===== src/rtl/snn_pkg.sv =====
// Shared types and constants for the spiking-network datapath blocks.
package snn_pkg;

    localparam int W_WIDTH = 16;
    localparam int SAT_MAX = (1 << (W_WIDTH - 1)) - 1;
    localparam int SAT_MIN = -(1 << (W_WIDTH - 1));

    typedef logic signed [W_WIDTH-1:0] weight_t;

    typedef enum logic [1:0] {
        IDLE  = 2'd0,
        ACCUM = 2'd1,
        DONE  = 2'd2
    } state_t;

endpackage


===== src/rtl/weight_regfile.sv =====
// Synaptic weight storage: one write port, combinational read by input index.
module weight_regfile
    import snn_pkg::*;
#(
    parameter int N_INPUTS = 8,
    parameter int W_WIDTH  = snn_pkg::W_WIDTH,
    parameter int ADDR_W   = 3
) (
    input  logic                      clk,
    input  logic                      w_we,
    input  logic [ADDR_W-1:0]         w_addr,
    input  logic signed [W_WIDTH-1:0] w_data,
    input  logic [ADDR_W-1:0]         rd_idx,
    output logic signed [W_WIDTH-1:0] rd_data
);

    logic signed [W_WIDTH-1:0] mem_q [N_INPUTS];
    logic signed [W_WIDTH-1:0] mem_d [N_INPUTS];

    // Addresses at or beyond N_INPUTS match no entry, so those writes drop.
    always_comb begin
        mem_d = mem_q;
        for (int unsigned i = 0; i < N_INPUTS; i++) begin
            if (w_we && (w_addr == ADDR_W'(i))) begin
                mem_d[i] = w_data;
            end
        end
    end

    always_ff @(posedge clk) begin
        mem_q <= mem_d;
    end

    assign rd_data = mem_q[rd_idx];

endmodule


===== src/rtl/synapse_accumulator.sv =====
// Per-time-step weighted sum of presynaptic spikes with saturation, feeding
// the excitatory neuron's spiking_value/en.
module synapse_accumulator
    import snn_pkg::*;
#(
    parameter int N_INPUTS = 8,
    parameter int W_WIDTH  = snn_pkg::W_WIDTH,
    parameter int ADDR_W   = 3
) (
    input  logic                      clk,
    input  logic                      rst,
    input  logic                      en,
    input  logic [N_INPUTS-1:0]       pre_spikes,
    input  logic                      w_we,
    input  logic [ADDR_W-1:0]         w_addr,
    input  logic signed [W_WIDTH-1:0] w_data,
    output logic signed [W_WIDTH-1:0] spiking_value,
    output logic                      sv_valid,
    output logic                      busy,
    output logic                      overrun
);

    localparam logic [ADDR_W-1:0]         LAST_IDX = ADDR_W'(N_INPUTS - 1);
    localparam logic signed [W_WIDTH:0]   SAT_HI   = {2'b00, {(W_WIDTH-1){1'b1}}};
    localparam logic signed [W_WIDTH:0]   SAT_LO   = {2'b11, {(W_WIDTH-1){1'b0}}};

    state_t                    state_q, state_d;
    logic [N_INPUTS-1:0]       spk_q, spk_d;
    logic signed [W_WIDTH:0]   acc_q, acc_d;
    logic [ADDR_W-1:0]         idx_q, idx_d;
    logic signed [W_WIDTH-1:0] sv_q, sv_d;
    logic                      sv_valid_q, sv_valid_d;
    logic                      overrun_q, overrun_d;

    logic signed [W_WIDTH-1:0] rd_weight;
    logic signed [W_WIDTH:0]   sum;
    logic signed [W_WIDTH:0]   sum_sat;

    weight_regfile #(
        .N_INPUTS (N_INPUTS),
        .W_WIDTH  (W_WIDTH),
        .ADDR_W   (ADDR_W)
    ) u_weights (
        .clk     (clk),
        .w_we    (w_we),
        .w_addr  (w_addr),
        .w_data  (w_data),
        .rd_idx  (idx_q),
        .rd_data (rd_weight)
    );

    // acc always holds a W_WIDTH-range value, so the one guard bit suffices:
    // overflow shows up as the top two bits of the sum disagreeing.
    always_comb begin
        sum     = acc_q + $signed({rd_weight[W_WIDTH-1], rd_weight});
        sum_sat = sum;
        if (sum[W_WIDTH] != sum[W_WIDTH-1]) begin
            sum_sat = sum[W_WIDTH] ? SAT_LO : SAT_HI;
        end
    end

    always_comb begin
        state_d    = state_q;
        spk_d      = spk_q;
        acc_d      = acc_q;
        idx_d      = idx_q;
        sv_d       = sv_q;
        sv_valid_d = 1'b0;
        overrun_d  = overrun_q;

        case (state_q)
            IDLE: begin
                if (en) begin
                    spk_d   = pre_spikes;
                    acc_d   = '0;
                    idx_d   = '0;
                    state_d = ACCUM;
                end
            end
            ACCUM: begin
                if (en) begin
                    overrun_d = 1'b1;
                end
                if (spk_q[idx_q]) begin
                    acc_d = sum_sat;
                end
                idx_d = idx_q + 1'b1;
                if (idx_q == LAST_IDX) begin
                    state_d = DONE;
                end
            end
            DONE: begin
                if (en) begin
                    overrun_d = 1'b1;
                end
                sv_d       = acc_q[W_WIDTH-1:0];
                sv_valid_d = 1'b1;
                state_d    = IDLE;
            end
            default: begin
                state_d = IDLE;
            end
        endcase
    end

    always_ff @(posedge clk or posedge rst) begin
        if (rst) begin
            state_q    <= IDLE;
            spk_q      <= '0;
            acc_q      <= '0;
            idx_q      <= '0;
            sv_q       <= '0;
            sv_valid_q <= 1'b0;
            overrun_q  <= 1'b0;
        end else begin
            state_q    <= state_d;
            spk_q      <= spk_d;
            acc_q      <= acc_d;
            idx_q      <= idx_d;
            sv_q       <= sv_d;
            sv_valid_q <= sv_valid_d;
            overrun_q  <= overrun_d;
        end
    end

    assign spiking_value = sv_q;
    assign sv_valid      = sv_valid_q;
    assign busy          = (state_q != IDLE);
    assign overrun       = overrun_q;

endmodule

===== config.mk =====
export PLATFORM = sky130hd
export DESIGN_NAME = synapse_accumulator
export DESIGN_NICKNAME = d
export VERILOG_FILES = /design/src/rtl/snn_pkg.sv /design/src/rtl/weight_regfile.sv /design/src/rtl/synapse_accumulator.sv
export SDC_FILE = /design/constraint.sdc
export NUM_CORES = 1
export LEC_CHECK = 0
export ABC_AREA = 0
export CAP_MARGIN = 20
export CELL_PAD_IN_SITES_DETAIL_PLACEMENT = 1
export CELL_PAD_IN_SITES_GLOBAL_PLACEMENT = 1
export CORE_MARGIN = 3
export CORE_UTILIZATION = 35
export DETAILED_ROUTE_END_ITERATION = 12
export GPL_TIMING_DRIVEN = 0
export PLACE_DENSITY_LB_ADDON = 0.05
export SYNTH_ARGS = -nofsm -noshare
export SYNTH_HDL_FRONTEND = slang
export SYNTH_SLANG_ARGS = --single-unit
export TNS_END_PERCENT = 30

===== constraint.sdc =====
create_clock -name clk -period 6.9 [get_ports clk]
set_input_delay 0.69 -clock clk [delete_from_list [all_inputs] [get_ports clk]]
set_output_delay 0.69 -clock clk [all_outputs]
set_load 0.1 [all_outputs]

==> results of run 1 <==
layout make-up:
class | count | share of cell area, %
plain buffers | 16 | 0.877
clock buffers | 18 | 4.63
clock inverters | 14 | 2.05
inverters | 7 | 0.283
multi-input cells | 241 | 26.9
flip-flops and latches | 176 | 54.4
well taps | 275 | 3.71
repair buffers | 58 | 7.12
metal layers:
| layer | GRT usage [%] | up-vias | routed length [um] |
|---|---|---|---|
| met3 | 2.87 | 12 | 365 |
| met5 | 0 | - | 0 |
| li1 | - | 1912 | - |
| met4 | 4.29 | 0 | 159 |
| met1 | 20.2 | 2165 | 7770 |
| met2 | 24.8 | 48 | 8450 |
state kept, by name (all words and copies together) (netlist names):
| signal | cells |
|---|---|
| u_weights.mem_q | 128 |
| acc_q | 17 |
| spiking_value | 16 |
| spk_q | 8 |
| idx_q | 3 |
| state_q | 2 |
| overrun | 1 |
| sv_valid | 1 |
cells by family (layout without fill, tap and decap cells):
group	after synthesis	count (layout)	share of synthesized area, %
xor+xnor	15	15	1.82
simple gates	55	55	3.64
mux	75	75	16.1
fa+ha+maj	24	24	4.04
buf+inv	23	113	1.41
flops	176	176	66.1
compound gates	72	72	6.86
worst max-delay path: stages, from the launching register on:
cell	delay, ns
dfrtp_1	0.34
buf_2	0.25
clkbuf_1	0.62
mux4_2	0.41
mux2_2	0.33
ha_1	0.22
fa_1	0.44
a211oi_1	0.37
o211a_1	0.28
nor4_2	0.08
nor3_1	0.36
or2_1	0.22
ha_1	0.26
nor3_1	0.84
clkbuf_1	0.55
a221o_1	0.26
report_power, final:
part           switching [W]  internal [W]
Combinational        0.00111      0.000787
Clock               0.000435      0.000584
Sequential         0.0000776       0.00128
stage by stage:
step                cells  hold slack (ns)  power (W)
finish                805            0.470    0.00427
global route          805            0.519    0.00454
CTS                   805            0.475    0.00433
detailed placement    773            0.447    0.00329
global placement      764            0.443    0.00325
floorplan             440            0.462    0.00281
placed cells by master (no fill, tap or decap), drive strengths merged, types with 2 or more instances in the layout:
cell	Yosys	final
a211oi	4	4
a21o	6	6
a21oi	16	16
a221o	14	14
a22o	2	2
a32o	2	2
and2	2	2
buf	10	19
bufinv	0	3
clkbuf	6	24
clkdlybuf4s50	0	49
clkinvlp	0	2
dfrtp	48	48
edfxtp	128	128
ha	23	23
inv	7	15
mux2	41	41
mux4	33	33
nand2	18	18
nand2b	7	7
nand4	2	2
nor2	12	12
nor2b	2	2
nor3	7	7
o211ai	2	2
o21a	4	4
o21ai	11	11
o21bai	2	2
xnor2	7	7
xor2	8	8
synth_stat cells, types with 6 or more instances:
master	number
o21ai_0	6
xnor2_1	7
inv_1	7
xor2_1	7
a221o_1	14
nor2_1	12
dfrtp_1	48
nor3_1	6
mux2_2	40
mux4_2	33
ha_1	23
a21o_1	6
edfxtp_1	128
clkbuf_1	6
nand2_1	18
nand2b_1	7
a21oi_1	16
path summary, 6_finish.rpt:
| check | start | end | slack [ns] | cells past startpoint |
|---|---|---|---|---|
| hold / removal | overrun | overrun | 0.47 | 1 |
| max in group asynchronous | rst | spiking_value[10] | 5.74 | 3 |
| min in group asynchronous | rst | overrun | 0.64 | 2 |
| hold reg to reg | overrun | overrun | 0.47 | 1 |
| setup / recovery | idx_q[1] | acc_q[4] | 1.0 | 15 |
| setup reg to reg | idx_q[1] | acc_q[4] | 1.0 | 15 |
==> impl_results.md, run 1 <==
- Clock Root Buffer: clkbuf_16
- DIE AREA: 23,600 sq um
- Power Density: 460 nW/um^2
- Count of different cell masters after synthesis: 50
- PnR worst setup slack: 0.999 ns
- Synth warnings: 0
- Post-synthesis sequential area ratio: 66.1%
- # Max-Cap Violations: 0
- Cell area after layout: 9280 sq um
- Mapped Area: 7630 sq um
- Syn Inst Count: 440
- Actual slew at the worst max-slew pin: 1.03 ns
- Top FF cell, synth: edfxtp_1
- Leak: 3.36 nW
- Vias: 4,137
- Setup violations, final: 0
- Final Hold Fails: 0
- Syn nets: 495
- Drt wl/cell: 20.8 um
- Post-CTS Hold Fix Bufs: 0
- Post-Route WL: 16,700 um
- Rel. slew slack: 30.8%
- Largest net degree at the start of global routing: 28
- Mean post-synth cell area: 17.3 sq um
- Row count: 53
- Clock Skews: 0.0126 ns
- Final nets: 572
- Area of the multi-input gates: 2500 sq um
- Area leader, netlist: edfxtp_1
- Tcrit/Tclk final: 85.5%
- DRC: 0
- Routability cong.: 0.824
- Critical path required time: 7.26 ns
- Dpl ws: 1.02 ns
- Via density: 5.14
- Fin. max-slew vios: 0
- Num CTS Buffers: 17
- EDFF count, synth: 128
- Starting Density: 35.9%
- Peak VDD IR: 0.000172 V
- F_max: 169 MHz
- Total global-route track usage: 14.9%
- Worst path arrival time: 6.26 ns
- Register area: 5040 sq um
- Asr flop ratio synth: 27.3%
- Postcts setup bufs: 0
- CTS tree: built
- RSZ-0062 raised after global routing: no
- Fin Setup TNS: 0 ns
- Max Buffers Root-to-Sink: 2
- Worst-path clk slew: 0.07 ns
- #FFs+latches synth: 176
- Core area: 21,200 sq um
- IO Pins: 50
- Status: finished, final reports clean
- Worst-skew pair later-pin latency: 0.42 ns
- CTS resizes: 0
- Buffers on Ports: 49
- Util after Layout: 43.7%
- CP Launch Type: register
- Critical Path End Type: register
- Post-DP HPWL: 11,900 um
- Synth top area cells: edfxtp_1 (50%), dfrtp_1 (16%), mux4_2 (9.7%)
- Filler cells: 2,060
- Grt total ovfl: 0
- H-tree depth: 4
- Initial antenna violation count: 0
- Final period demand of the worst path: 5.90 ns
- Area after DPL: 8660 sq um
- Proportion of layout cells with a drive suffix above 1: 25.3%
- First-pass GRT wire length: 26,500 um
- Die height: 154 um
- Class of the worst hold path: reg2reg
- Clk sinks: 176
- Top-area cell type share of the netlist area: 50.4%
- Chip Width: 154 um
- Drt first pass iters: 4
- Vias in the first global route: 4,491
- WS Path Type: reg2reg
- Crit-path max FO: 10
- Post-route ant nets: 0
- 1st-iter DRT viols: 224
- P&R area growth vs syn: 21.6%
- Diodes inserted: 0
Note: power is estimated with default switching activity, not from simulation.
==> run 2, diff against run 1 <==
- TNS_END_PERCENT: 30 -> unset
- clock period: 6.9 -> 5.3 ns (I/O delays scaled with it)
==> run 2 against run 1 <==
Compared with the run above:
- combinational power grew 33%
- utilization grew 0.15 points
- fmax grew 18%
- hold slack is essentially flat
- design area grew 0.34%
- global-route usage is essentially flat
- clock-buffer cell count is the same
- routed wire length grew 0.14%
- worst setup slack lost 0.70 ns
- clock skew grew 0.0038 ns
- non-clock buffer count is the same
- sequential share of layout area shrank 0.18 points
- critical path type unchanged
- critical endpoint unchanged
- largest cell class unchanged
==> impl_results.md, run 2 (synthesized netlist as in run 1, its figures left out) <==
- Buffers on Ports: 49 (unchanged)
- Fin. max-slew vios: 0 (unchanged)
- Most common cell after layout, fill and taps aside: edfxtp_1
- Crit path top cell by count: ha_1
- 1st-iter DRT viols: 211 (-5.8%)
- # Max-Cap Violations: 0 (unchanged)
- Non-filler instance count after layout: 805 (unchanged)
- RSZ-0062 raised after global routing: no
- F_max: 200 MHz (+18%)
- Setup violations, final: 0 (unchanged)
- Min-Delay Path Depth: 1 (unchanged)
- Crit-path max FO: 10 (unchanged)
- Hold Path Origin: overrun
- Routability cong.: 0.824 (unchanged)
- Largest net degree at the start of global routing: 28 (unchanged)
- Clk sinks: 176 (unchanged)
- Row count: 53 (unchanged)
- Critical Path End Type: register
- Total global-route track usage: 14.9% (about the same)
- Power Density: 602 nW/um^2 (+31%)
- Post-route ant nets: 0 (unchanged)
- Die height: 154 um (unchanged)
- First-pass GRT wire length: 26,500 um (about the same)
- Worst path slowest cell: mux4_2
- DIE AREA: 23,600 sq um (unchanged)
- Buf/Inv on CP: 3 (unchanged)
- Actual slew at the worst max-slew pin: 0.967 ns (-0.0621 ns)
- Starting Density: 35.9% (unchanged)
- PnR worst setup slack: 0.301 ns (-0.698 ns)
- Reg2Reg Depth: 15 (unchanged)
- Via density: 5.15 (+0.29%)
- Chip Width: 154 um (unchanged)
- Critical path required time: 5.66 ns (-1.60 ns)
- Max reg flops: 128 (unchanged)
- R2r setup slk: 0.30 ns (-0.70 ns)
- Leading cell types in the layout, fill and taps excluded: edfxtp_1 (128), clkdlybuf4s50_1 (49), dfrtp_1 (48)
- Clock Skews: 0.0163 ns (+0.00377 ns)
- Rel. slew slack: 35.3% (+4.5 points)
- Placed cells: 773 (unchanged)
- Filler cells: 2,054 (-0.29%)
- CTS tree: built
- Vias: 4,149 (+0.29%)
- Post-CTS Hold Fix Bufs: 0 (unchanged)
- Tcrit/Tclk final: 94.3% (+8.8 points)
- Dpl ws: -0.576 ns (-1.60 ns)
- Worst hold endpoint: overrun
- Vias in the first global route: 4,497 (+0.13%)
- Peak VDD IR: 0.000225 V (+31%)
- R2R Path End: acc_q[4]
- Clock Root Buffer: clkbuf_16
- Register area: 5040 sq um (unchanged)
- Worst path arrival time: 5.36 ns (-0.90 ns)
- Worst reg2reg startpoint: idx_q[0]
- Final nets: 572 (unchanged)
- Max Buffers Root-to-Sink: 2 (unchanged)
- Status: finished, final reports clean
- WS Path Type: reg2reg
- Core area: 21,200 sq um (unchanged)
- Post-DP HPWL: 11,900 um (unchanged)
- Class of the worst hold path: reg2reg
- IO Pins: 50 (unchanged)
- Worst-path clk slew: 0.07 ns (about the same)
- Final Hold Fails: 0 (unchanged)
- Initial antenna violation count: 0 (unchanged)
- Worst-skew pair later-pin latency: 0.43 ns (about the same)
- Area of the multi-input gates: 2520 sq um (+0.85%)
- Grt total ovfl: 0 (unchanged)
- Max incr delay on CP: 0.53 ns (-0.31 ns)
- Leak: 3.38 nW (+0.62%)
- Final period demand of the worst path: 5.00 ns (-0.902 ns)
- Delay-heaviest family, CP: compound AO/OA/AOI/OAI gates
- Proportion of layout cells with a drive suffix above 1: 26.6% (+1.3 points)
- Drt first pass iters: 4 (unchanged)
- Drt wl/cell: 20.8 um (+0.14%)
- Critical-path cell list: buf_6, clkbuf_4, mux4_2, mux2_2, ha_1, fa_1, a211oi_1, o211a_1, nor4_2, o21a_2, or2_1, ha_1, nor3_4, buf_2, a221o_1
- Post-Route WL: 16,800 um (+0.14%)
- Biggest register: u_weights.mem_q
- Num CTS Buffers: 17 (unchanged)
- Diodes inserted: 0 (unchanged)
- H-tree depth: 4 (unchanged)
- DRC: 0 (unchanged)
- CP Launch Type: register
- P&R area growth vs syn: 22.0%
[run 2: power breakdown]
group / leakage, nW / switching [W] / internal [W] / total (W)
Combinational: 1.29 / 0.00147 / 0.00105 / 0.00252
Clock: 0.300 / 0.000565 / 0.000761 / 0.00133
Sequential: 1.78 / 0.000101 / 0.00166 / 0.00176
[run 2: worst max-delay path by stage]
stage	endpoint	depth (start not counted)	start
final	acc_q[4]	15	idx_q[0]
after global routing	acc_q[10]	15	idx_q[0]
after CTS	acc_q[10]	15	idx_q[0]
after detailed placement	acc_q[7]	15	idx_q[1]
after global placement	acc_q[6]	15	idx_q[1]
after floorplan	acc_q[10]	15	idx_q[0]
[run 2: stage by stage]
stage | cell area, sq um | power [W] | setup TNS, ns | hold WS (ns) | util, %
2_1_floorplan | 7630 | 0.00366 | 0 | 0.462 | -
3_3_place_gp | 8460 | 0.00424 | -5.60 | 0.443 | 39.9
4_1_cts | 9290 | 0.00567 | 0 | 0.475 | 43.8
3_5_place_dp | 8660 | 0.00429 | -6.05 | 0.447 | 40.8
5_1_grt | 9310 | 0.00596 | 0 | 0.519 | 43.9
6_report | 9310 | 0.00561 | 0 | 0.470 | 43.9
[run 2: what timing repair did]
action,CTS,global route
setup buffers,0,0
resized for setup,4,9
setup endpoints to repair,15,10
[run 2: final cells by class]
| class | instances | area share, % |
|---|---|---|
| Clock inverter | 14 | 2.04 |
| Buffer | 16 | 0.981 |
| Sequential cell | 176 | 54.2 |
| Inverter | 7 | 0.282 |
| Timing Repair Buffer | 58 | 7.10 |
| Clock buffer | 18 | 4.61 |
| Multi-Input combinational cell | 241 | 27.1 |
| Tap cell | 275 | 3.70 |
[run 2: layer usage]
| layer | vias to the layer above | routed length, um | GRT usage, % |
|---|---|---|---|
| met4 | 0 | 104 | 4.29 |
| met3 | 7 | 306 | 2.87 |
| met5 | - | 0 | 0 |
| met2 | 48 | 8520 | 24.8 |
| li1 | 1915 | - | - |
| met1 | 2179 | 7840 | 20.2 |
